## src/rtl/wire_pattern_gen.sv

```systemverilog
// -----------------------------------------------------------------------------
// wire_pattern_gen
//
// Board-bring-up pattern generator. Drives NUM_PINS pins with a selectable
// pattern (binary count, walking-one, walking-zero, single-pin toggle) that
// advances once every STEP_DIV clocks unless paused. A free-running 3-bit
// heartbeat on the status LEDs advances once every LED_DIV clocks.
//
// Ports:
//   SYSCLK   in   1         system clock
//   RST_N    in   1         asynchronous active-low reset
//   MODE     in   2         0 count, 1 walking-one, 2 walking-zero, 3 toggle
//   PIN_SEL  in   SEL_W     pin index toggled in mode 3
//   PAUSE    in   1         holds pattern and step prescaler
//   PINS     out  NUM_PINS  registered pattern output
//   STEP     out  1         one-cycle pulse with each stepped PINS update
//   LEDS     out  3         heartbeat counter: [0] red, [1] blue, [2] green
// -----------------------------------------------------------------------------
module wire_pattern_gen #(
    parameter int unsigned NUM_PINS = 13,
    parameter int unsigned STEP_DIV = 1,
    parameter int unsigned LED_DIV  = 25000000,
    parameter int unsigned SEL_W    = 5
) (
    input  logic                SYSCLK,
    input  logic                RST_N,
    input  logic [1:0]          MODE,
    input  logic [SEL_W-1:0]    PIN_SEL,
    input  logic                PAUSE,
    output logic [NUM_PINS-1:0] PINS,
    output logic                STEP,
    output logic [2:0]          LEDS
);

    // -------------------------------------------------------------------------
    // Elaboration-time parameter checks
    // -------------------------------------------------------------------------
    if (NUM_PINS < 2 || NUM_PINS > 32) begin : gen_bad_num_pins
        $error("wire_pattern_gen: NUM_PINS must be in 2..32");
    end
    if (STEP_DIV < 1) begin : gen_bad_step_div
        $error("wire_pattern_gen: STEP_DIV must be >= 1");
    end
    if (LED_DIV < 2) begin : gen_bad_led_div
        $error("wire_pattern_gen: LED_DIV must be >= 2");
    end
    if (SEL_W < 1 || SEL_W > 31 || (64'd1 << SEL_W) < 64'(NUM_PINS)) begin : gen_bad_sel_w
        $error("wire_pattern_gen: 2**SEL_W must cover NUM_PINS");
    end

    // -------------------------------------------------------------------------
    // Types and constants
    // -------------------------------------------------------------------------
    typedef enum logic [1:0] {
        ModeCount  = 2'd0,
        ModeWalk1  = 2'd1,
        ModeWalk0  = 2'd2,
        ModeToggle = 2'd3
    } mode_e;

    localparam int unsigned PrescW  = (STEP_DIV > 1) ? $clog2(STEP_DIV) : 1;
    localparam int unsigned LedCntW = $clog2(LED_DIV);

    localparam logic [PrescW-1:0]   PrescLast  = PrescW'(STEP_DIV - 1);
    localparam logic [LedCntW-1:0]  LedCntLast = LedCntW'(LED_DIV - 1);
    localparam logic [NUM_PINS-1:0] PinsOne    = {{(NUM_PINS-1){1'b0}}, 1'b1};

    // -------------------------------------------------------------------------
    // State
    // -------------------------------------------------------------------------
    mode_e               mode_q;
    logic                loaded_q;
    logic [PrescW-1:0]   presc_q,   presc_d;
    logic [NUM_PINS-1:0] pins_q,    pins_d;
    logic                step_q,    step_d;
    logic [LedCntW-1:0]  led_cnt_q, led_cnt_d;
    logic [2:0]          leds_q,    leds_d;

    mode_e               mode_in;
    logic                do_load;
    logic                sel_valid;
    logic [NUM_PINS-1:0] sel_mask;
    logic [NUM_PINS-1:0] init_pins;
    logic [NUM_PINS-1:0] stepped_pins;

    assign mode_in   = mode_e'(MODE);
    // A load happens on the first edge after reset and whenever MODE changes;
    // it outranks both PAUSE and any step due in the same cycle.
    assign do_load   = !loaded_q || (mode_in != mode_q);
    assign sel_valid = 32'(PIN_SEL) < NUM_PINS;
    assign sel_mask  = PinsOne << PIN_SEL;

    // -------------------------------------------------------------------------
    // Pattern values
    // -------------------------------------------------------------------------
    always_comb begin
        init_pins = '0;
        unique case (mode_in)
            ModeCount:  init_pins = '0;
            ModeWalk1:  init_pins = PinsOne;
            ModeWalk0:  init_pins = ~PinsOne;
            ModeToggle: init_pins = '0;
            default:    init_pins = '0;
        endcase
    end

    always_comb begin
        stepped_pins = pins_q;
        unique case (mode_q)
            ModeCount: stepped_pins = pins_q + PinsOne;
            ModeWalk1,
            ModeWalk0: stepped_pins = {pins_q[NUM_PINS-2:0], pins_q[NUM_PINS-1]};
            ModeToggle: begin
                // Only the selected pin survives, inverted; a stale pin from a
                // previous PIN_SEL is cleared. Out-of-range selects clear all.
                if (sel_valid) begin
                    stepped_pins = (pins_q & sel_mask) ^ sel_mask;
                end else begin
                    stepped_pins = '0;
                end
            end
            default: stepped_pins = pins_q;
        endcase
    end

    // -------------------------------------------------------------------------
    // Next-state: pattern and prescaler
    // -------------------------------------------------------------------------
    always_comb begin
        presc_d = presc_q;
        pins_d  = pins_q;
        step_d  = 1'b0;
        if (do_load) begin
            presc_d = '0;
            pins_d  = init_pins;
        end else if (!PAUSE) begin
            if (presc_q == PrescLast) begin
                presc_d = '0;
                pins_d  = stepped_pins;
                step_d  = 1'b1;
            end else begin
                presc_d = presc_q + 1'b1;
            end
        end
    end

    // -------------------------------------------------------------------------
    // Next-state: heartbeat, independent of MODE and PAUSE
    // -------------------------------------------------------------------------
    always_comb begin
        led_cnt_d = led_cnt_q + 1'b1;
        leds_d    = leds_q;
        if (led_cnt_q == LedCntLast) begin
            led_cnt_d = '0;
            leds_d    = leds_q + 3'd1;
        end
    end

    // -------------------------------------------------------------------------
    // Registers
    // -------------------------------------------------------------------------
    always_ff @(posedge SYSCLK or negedge RST_N) begin
        if (!RST_N) begin
            mode_q    <= ModeCount;
            loaded_q  <= 1'b0;
            presc_q   <= '0;
            pins_q    <= '0;
            step_q    <= 1'b0;
            led_cnt_q <= '0;
            leds_q    <= '0;
        end else begin
            mode_q    <= mode_in;
            loaded_q  <= 1'b1;
            presc_q   <= presc_d;
            pins_q    <= pins_d;
            step_q    <= step_d;
            led_cnt_q <= led_cnt_d;
            leds_q    <= leds_d;
        end
    end

    assign PINS = pins_q;
    assign STEP = step_q;
    assign LEDS = leds_q;

endmodule

```

## config.mk

```make
export PLATFORM = sky130hd
export DESIGN_NAME = wire_pattern_gen
export DESIGN_NICKNAME = d
export VERILOG_FILES = /design/src/rtl/wire_pattern_gen.sv
export SDC_FILE = /design/constraint.sdc
export NUM_CORES = 1
export LEC_CHECK = 0
export CAP_MARGIN = 0
export CORE_MARGIN = 5
export CORE_UTILIZATION = 60
export CTS_BUF_LIST = sky130_fd_sc_hd__clkbuf_8
export DETAILED_ROUTE_END_ITERATION = 10
export PLACE_DENSITY = 0.84
export RECOVER_POWER = 25
export SETUP_SLACK_MARGIN = 0.5
export SYNTH_ARGS = -nofsm -noshare
export SYNTH_HDL_FRONTEND = slang
export SYNTH_SLANG_ARGS = --single-unit
```

## constraint.sdc

```tcl
create_clock -name SYSCLK -period 2.8 [get_ports SYSCLK]
set_clock_uncertainty 0.05 [all_clocks]
set_input_delay 0.42 -clock SYSCLK [delete_from_list [all_inputs] [get_ports SYSCLK]]
set_output_delay 0.42 -clock SYSCLK [all_outputs]
set_load 0.03 [all_outputs]
```

== Word-level counts from Yosys, hierarchy flattened ==
Index checks and enable logic that the tools add are counted.

* Register bits after elaboration: 46
* Input bits: 10
* Word-level logic and storage cells: 45
* Output and inout bits: 17

* $add $sub $neg: 4
* Bitwise gates (word level): 2
* Order comparisons: 1
* Shift operators: 1
* Reduce and logical (&&, ||, !) cells: 7
* Muxes and demuxes: 13
* Equal/unequal tests: 10

{| class="wikitable"
|+ Operators with widths
! operator !! count
|-
| 13-bit case mux with 3 select lines || 2
|-
| 13-bit two-way mux || 4
|-
| 25-bit by 1-bit adder with 25-bit output (second input constant) || 1
|-
| 25-bit == test (second input constant) || 1
|-
| 25-bit two-way mux || 1
|-
| 13-bit by 1-bit adder with 13-bit output (second input constant) || 1
|-
| 13-bit AND || 1
|-
| 1-bit by 5-bit << shifter with 13-bit output (first input constant) || 1
|-
| 13-bit XOR || 1
|-
| 2-bit == test (second input constant) || 4
|-
| 1-bit two-way mux || 6
|-
| 5-bit by 4-bit less-than comparator with 1-bit output (second input constant) || 1
|-
| 2-bit by 1-bit == test with 1-bit output (second input constant) || 2
|-
| 2-bit zero test || 2
|-
| 2-bit by 1-bit inequality test with 1-bit output (second input constant) || 2
|-
| 2-bit OR reduction || 2
|-
| 3-bit by 1-bit adder with 3-bit output (second input constant) || 1
|-
| 2-bit inequality test || 1
|-
| 2-bit AND reduction || 1
|-
| 1-bit adder (second input constant) || 1
|-
| 1-bit zero test || 1
|-
| 1-bit logical OR || 1
|}

== Logic depth before layout (Yosys ltp) ==
* Depth after elaboration: 8
* Mapped depth: 8
* Mapped depth without buffers: 7

== Least setup slack after synthesis ==
OpenSTA, ideal clock, no wires.

* Path kind: input-to-reg
* Start point: in PAUSE
* End point: reg pins_q[11], in the netlist PINS[11]
* Data arrival time: 1.797 ns
* Stages: 7
* Library setup time: 0.086 ns
* Path buffers: 2
* Slack: 0.867 ns
* Required time: 2.664 ns
* Cells stage by stage: buf_4 and3b_2 o32ai_1 or4_1 clkbuf_1 and2_2 nor3_1

* Longest elaborated chain between the ends: 2

{| class="wikitable"
|+ RTL lines
! item !! RTL line !! RTL
|-
| start, declared || 29 || <nowiki>input logic PAUSE,</nowiki>
|-
| 2-bit by 1-bit inequality test with 1-bit output (no source line) || -- ||
|-
| 2-bit AND reduction (no source line) || -- ||
|-
| end signal, assigned || 175 || <nowiki>pins_q <= pins_d;</nowiki>
|-
| end, declared || 74 || <nowiki>logic [NUM_PINS-1:0] pins_q, pins_d;</nowiki>
|}

Every way passes these cells.
A chain may end at the register's enable or synchronous reset.

== Final worst setup path ==
* Start point: in MODE[0]
* End point: reg pins_q[4], in the netlist PINS[4]

* Longest elaborated chain between the ends: 4

{| class="wikitable"
|+ RTL lines
! item !! RTL line !! RTL
|-
| start, declared || 27 || <nowiki>input logic [1:0] MODE,</nowiki>
|-
| 2-bit == test (tied with other cells) || 98 || <nowiki>unique case (mode_in)</nowiki>
|-
| 2-bit OR reduction (no source line) or 1-bit logical OR (tied branches) || -- ||
|-
| 13-bit case mux with 3 select lines or 2-bit by 1-bit inequality test with 1-bit output (tied branches) || -- ||
|-
| 13-bit two-way mux or 2-bit AND reduction (tied branches) || -- ||
|}

Several ways; a longest one is shown, not always the timed one.

==> impl_metrics.csv <==
group,metric,value,unit
worst_setup_path,cp_slowest_cell,"or4_1",
worst_setup_path,cp_max_fo,7,
worst_setup_path,crit_chain,"dlygate4sd3_1 -> nor2b_1 -> or4_1 -> and2_2 -> a211oi_1",
outcome,status,"completed",
yosys,syn_area,2655,um^2
worst_setup_path,reg2regPathDepth,5,
floorplan,dieArea,5855,um^2
timing,worst_pin_slew,1.103,ns
finish,filler_cell_count,341,
floorplan,io_pins,27,
timing,finalCriticalPeriod,2.177,ns
global_routing,top_usage_layer,"met2",
global_routing,gr-usage-met2,0.3390,
clock_network,clk_pin_slew,0.09,ns
finish,regArea,1126,um^2
finish,nets,333,
routing,initialDrtViolationCount,114,
clock_network,tritoncts,"yes",
routing,drc,0,
clock_network,cts-root-buf,"clkbuf_8",
yosys,async_flop_share,1.000,
finish,area_growth,15.32,%
global_routing,grt_max_degree,46,
worst_setup_path,worstSetupPathType,"input port to flop",
clock_network,cts.sinks,45,
worst_setup_path,reg2reg_to,"led_cnt_q[14]",
floorplan,core_region_area,4324,um^2
timing,drv_slew,0,
hold_path,hp-class,"input port to asynchronous set/reset pin",
placement,post-place-ws,0.3735,ns
global_routing,grtUsageMet1,0.2650,
routing,wire_per_inst,15.49,um
finish,multi_input_area,1420,um^2
timing,finalCritPeriodShare,0.7775,
global_routing,grt_overflow,0,
floorplan,start_util,0.6140,
job,drv_cap,0,
timing,setup_viol,0,
timing,setup_slack,0.6230,ns
worst_setup_path,timing.rr.start,"led_cnt_q[17]",
routing,vias_per_cell,6.111,
global_routing,track_usage,0.2019,
timing,grt_setup_unrepaired,"no",
worst_setup_path,arrival,2.33,ns
worst_setup_path,crit_path_end_kind,"flop",
clock_network,post_cts_buffers,0,
yosys,yosysSeqAreaShare,0.4241,
timing,slew_headroom,0.2648,
yosys,yosys_warnings,0,
clock_network,htreeDepth,2,
worst_setup_path,cp_top_family,"simple AND/OR/NAND/NOR gates",
timing,fmax,459.3,MHz
routing,ant_nets,0,
finish,diodes,0,
power_and_ir_drop,peakVddDrop,260.7,uV
yosys,postSynthAreaPerCell,9.093,um^2
worst_setup_path,startpoint_type,"input port",
routing,drtPass1Iterations,4,
clock_network,cts_buffers,5,
worst_setup_path,cp.required,2.95,ns
global_routing,grt_pass1_wl,9984,um
worst_setup_path,r2r_slack,0.66,ns
routing,routed_wl,5748,um
global_routing,first_global_vias,2177,
worst_setup_path,crit_buf_inv,1,
floorplan,num_rows,24,
yosys,synth_cells,292,
timing,hold_viol,0,
clock_network,clock_latency,0.30,ns
yosys,syn-num-nets,307,
power_and_ir_drop,power_density,479.4,nW/um^2
placement,portBuffers,26,
global_routing,antenna_found_initial,0,
finish,drive_gt1_frac,0.06583,
clock_network,clockBufferDepth,2,
yosys,synth_top_flop_cell,"dfrtp_1",
yosys,synth_edf_count,0,
worst_setup_path,crit_path_max_incr_delay,0.67,ns
clock_network,hold_buffers,0,
floorplan,die_width,76.52,um
placement,place_congestion,0.9433,
power_and_ir_drop,power_leakage,0.001244,uW
routing,vias,2267,
floorplan,die_h,76.52,um
timing,fin_tns_setup,0,ns
yosys,ys_types,56,
worst_setup_path,startpoint,"MODE[0]",
yosys,synth-seq-cells,45,
placement,dp_hpwl,4147,um
global_routing,use_met3,0.03783,
## worst max path at each step
stage / end / slack, ns / depth (start not counted)
after floorplan: PINS[11] / 0.87 / 7
after CTS: PINS[11] / 0.62 / 7
final: PINS[4] / 0.62 / 5
after global routing: PINS[4] / 0.50 / 5
after global placement: PINS[11] / 0.43 / 6
after detailed placement: PINS[4] / 0.37 / 6
## state kept, by name, summed over array words and instances (netlist names)
| name | flops |
|---|---|
| LEDS | 3 |
| led_cnt_q | 25 |
| STEP | 1 |
| PINS | 13 |
| mode_q | 2 |
| loaded_q | 1 |
## cell type report
type / instances / area share
multi-input combinational: 223 / 0.4638
sequential: 45 / 0.3678
timing repair buffer: 30 / 0.09318
clock buffer: 6 / 0.02697
tap: 52 / 0.02125
inverter: 13 / 0.01594
clock inverter: 2 / 0.01103
## through the flow
step | area (um^2) | power, uW | instances | utilization | hold slack, ns
5_1_grt | 3062 | 1536 | 371 | 0.7080 | 0.3596
6_report | 3062 | 1468 | 371 | 0.7080 | 0.2631
2_1_floorplan | 2655 | 870.1 | 292 | - | 0.07441
3_3_place_gp | 2945 | 972.3 | 363 | 0.6811 | 0.4102
3_5_place_dp | 2945 | 976.0 | 363 | 0.6811 | 0.4113
4_1_cts | 3062 | 1476 | 371 | 0.7080 | 0.2567
## worst register-to-register path: stages, from the launching register on
cell and delay (ns):
dfrtp_1 0.42, or4bb_1 0.54, nor2_1 0.12, nor4b_4 0.52, buf_4 0.27, o21ai_0 0.11
## layout by cell type (no fill, tap or decap), drive strengths merged, types with 3 or more instances in the layout
cell type / count
or3: 5
or4: 3
a21oi: 10
o311ai: 3
or2: 3
nor3: 15
nor2b: 4
clkbuf: 7
nand3: 15
nor2: 30
nand4: 6
nand3b: 3
buf: 4
a211oi: 5
ha: 5
o21ai: 8
clkdlybuf4s50: 23
xnor2: 19
nand2: 26
nor4: 13
dfrtp: 45
inv: 14
xor2: 10
and2: 4
## cells in the mapped netlist (3+ instances only)
library cell	count	share of area
buf_2	3	0.0057
ha_1	5	0.024
or4_1	3	0.0085
xor2_1	10	0.033
o311ai_0	3	0.0099
nand3_1	15	0.028
a21oi_1	10	0.019
nand2_1	26	0.037
a211oi_1	5	0.014
or3_1	5	0.012
nor2_1	30	0.042
nand4_1	6	0.014
inv_1	13	0.018
xnor2_1	19	0.063
o21ai_0	8	0.015
nor2b_1	4	0.0094
dfrtp_1	45	0.42
nand3b_1	3	0.0085
nor4_1	13	0.031
clkbuf_1	5	0.0071
nor3_1	15	0.028
## cell families after synthesis
kind of cell,share of synthesized area
muxes,0.004241
xor gates and xnor gates,0.09566
DFF,0.4241
and+or+nand+nor,0.2804
AOI/OAI and AO/OA,0.1296
adders and majority gates,0.02356
other,0.001412
buffers and inverters,0.04100
## routing by layer
layer  share of wire  wire [um]
met2            0.47       2725
met3           0.056        321
met5               0          0
met4           0.017         95
met1            0.45       2606
## what timing repair did
item,in CTS,in global routing
endpoints found under the hold margin,0,0
endpoints found under the setup margin,0,1
resized for setup,0,1
## power breakdown
part	internal, uW	total [uW]	switching (uW)
combinational	101	243	141
sequential	673	724	51.0
clock	287	501	214
total	1060	1470	406
Power figures use the tool's default switching activity.
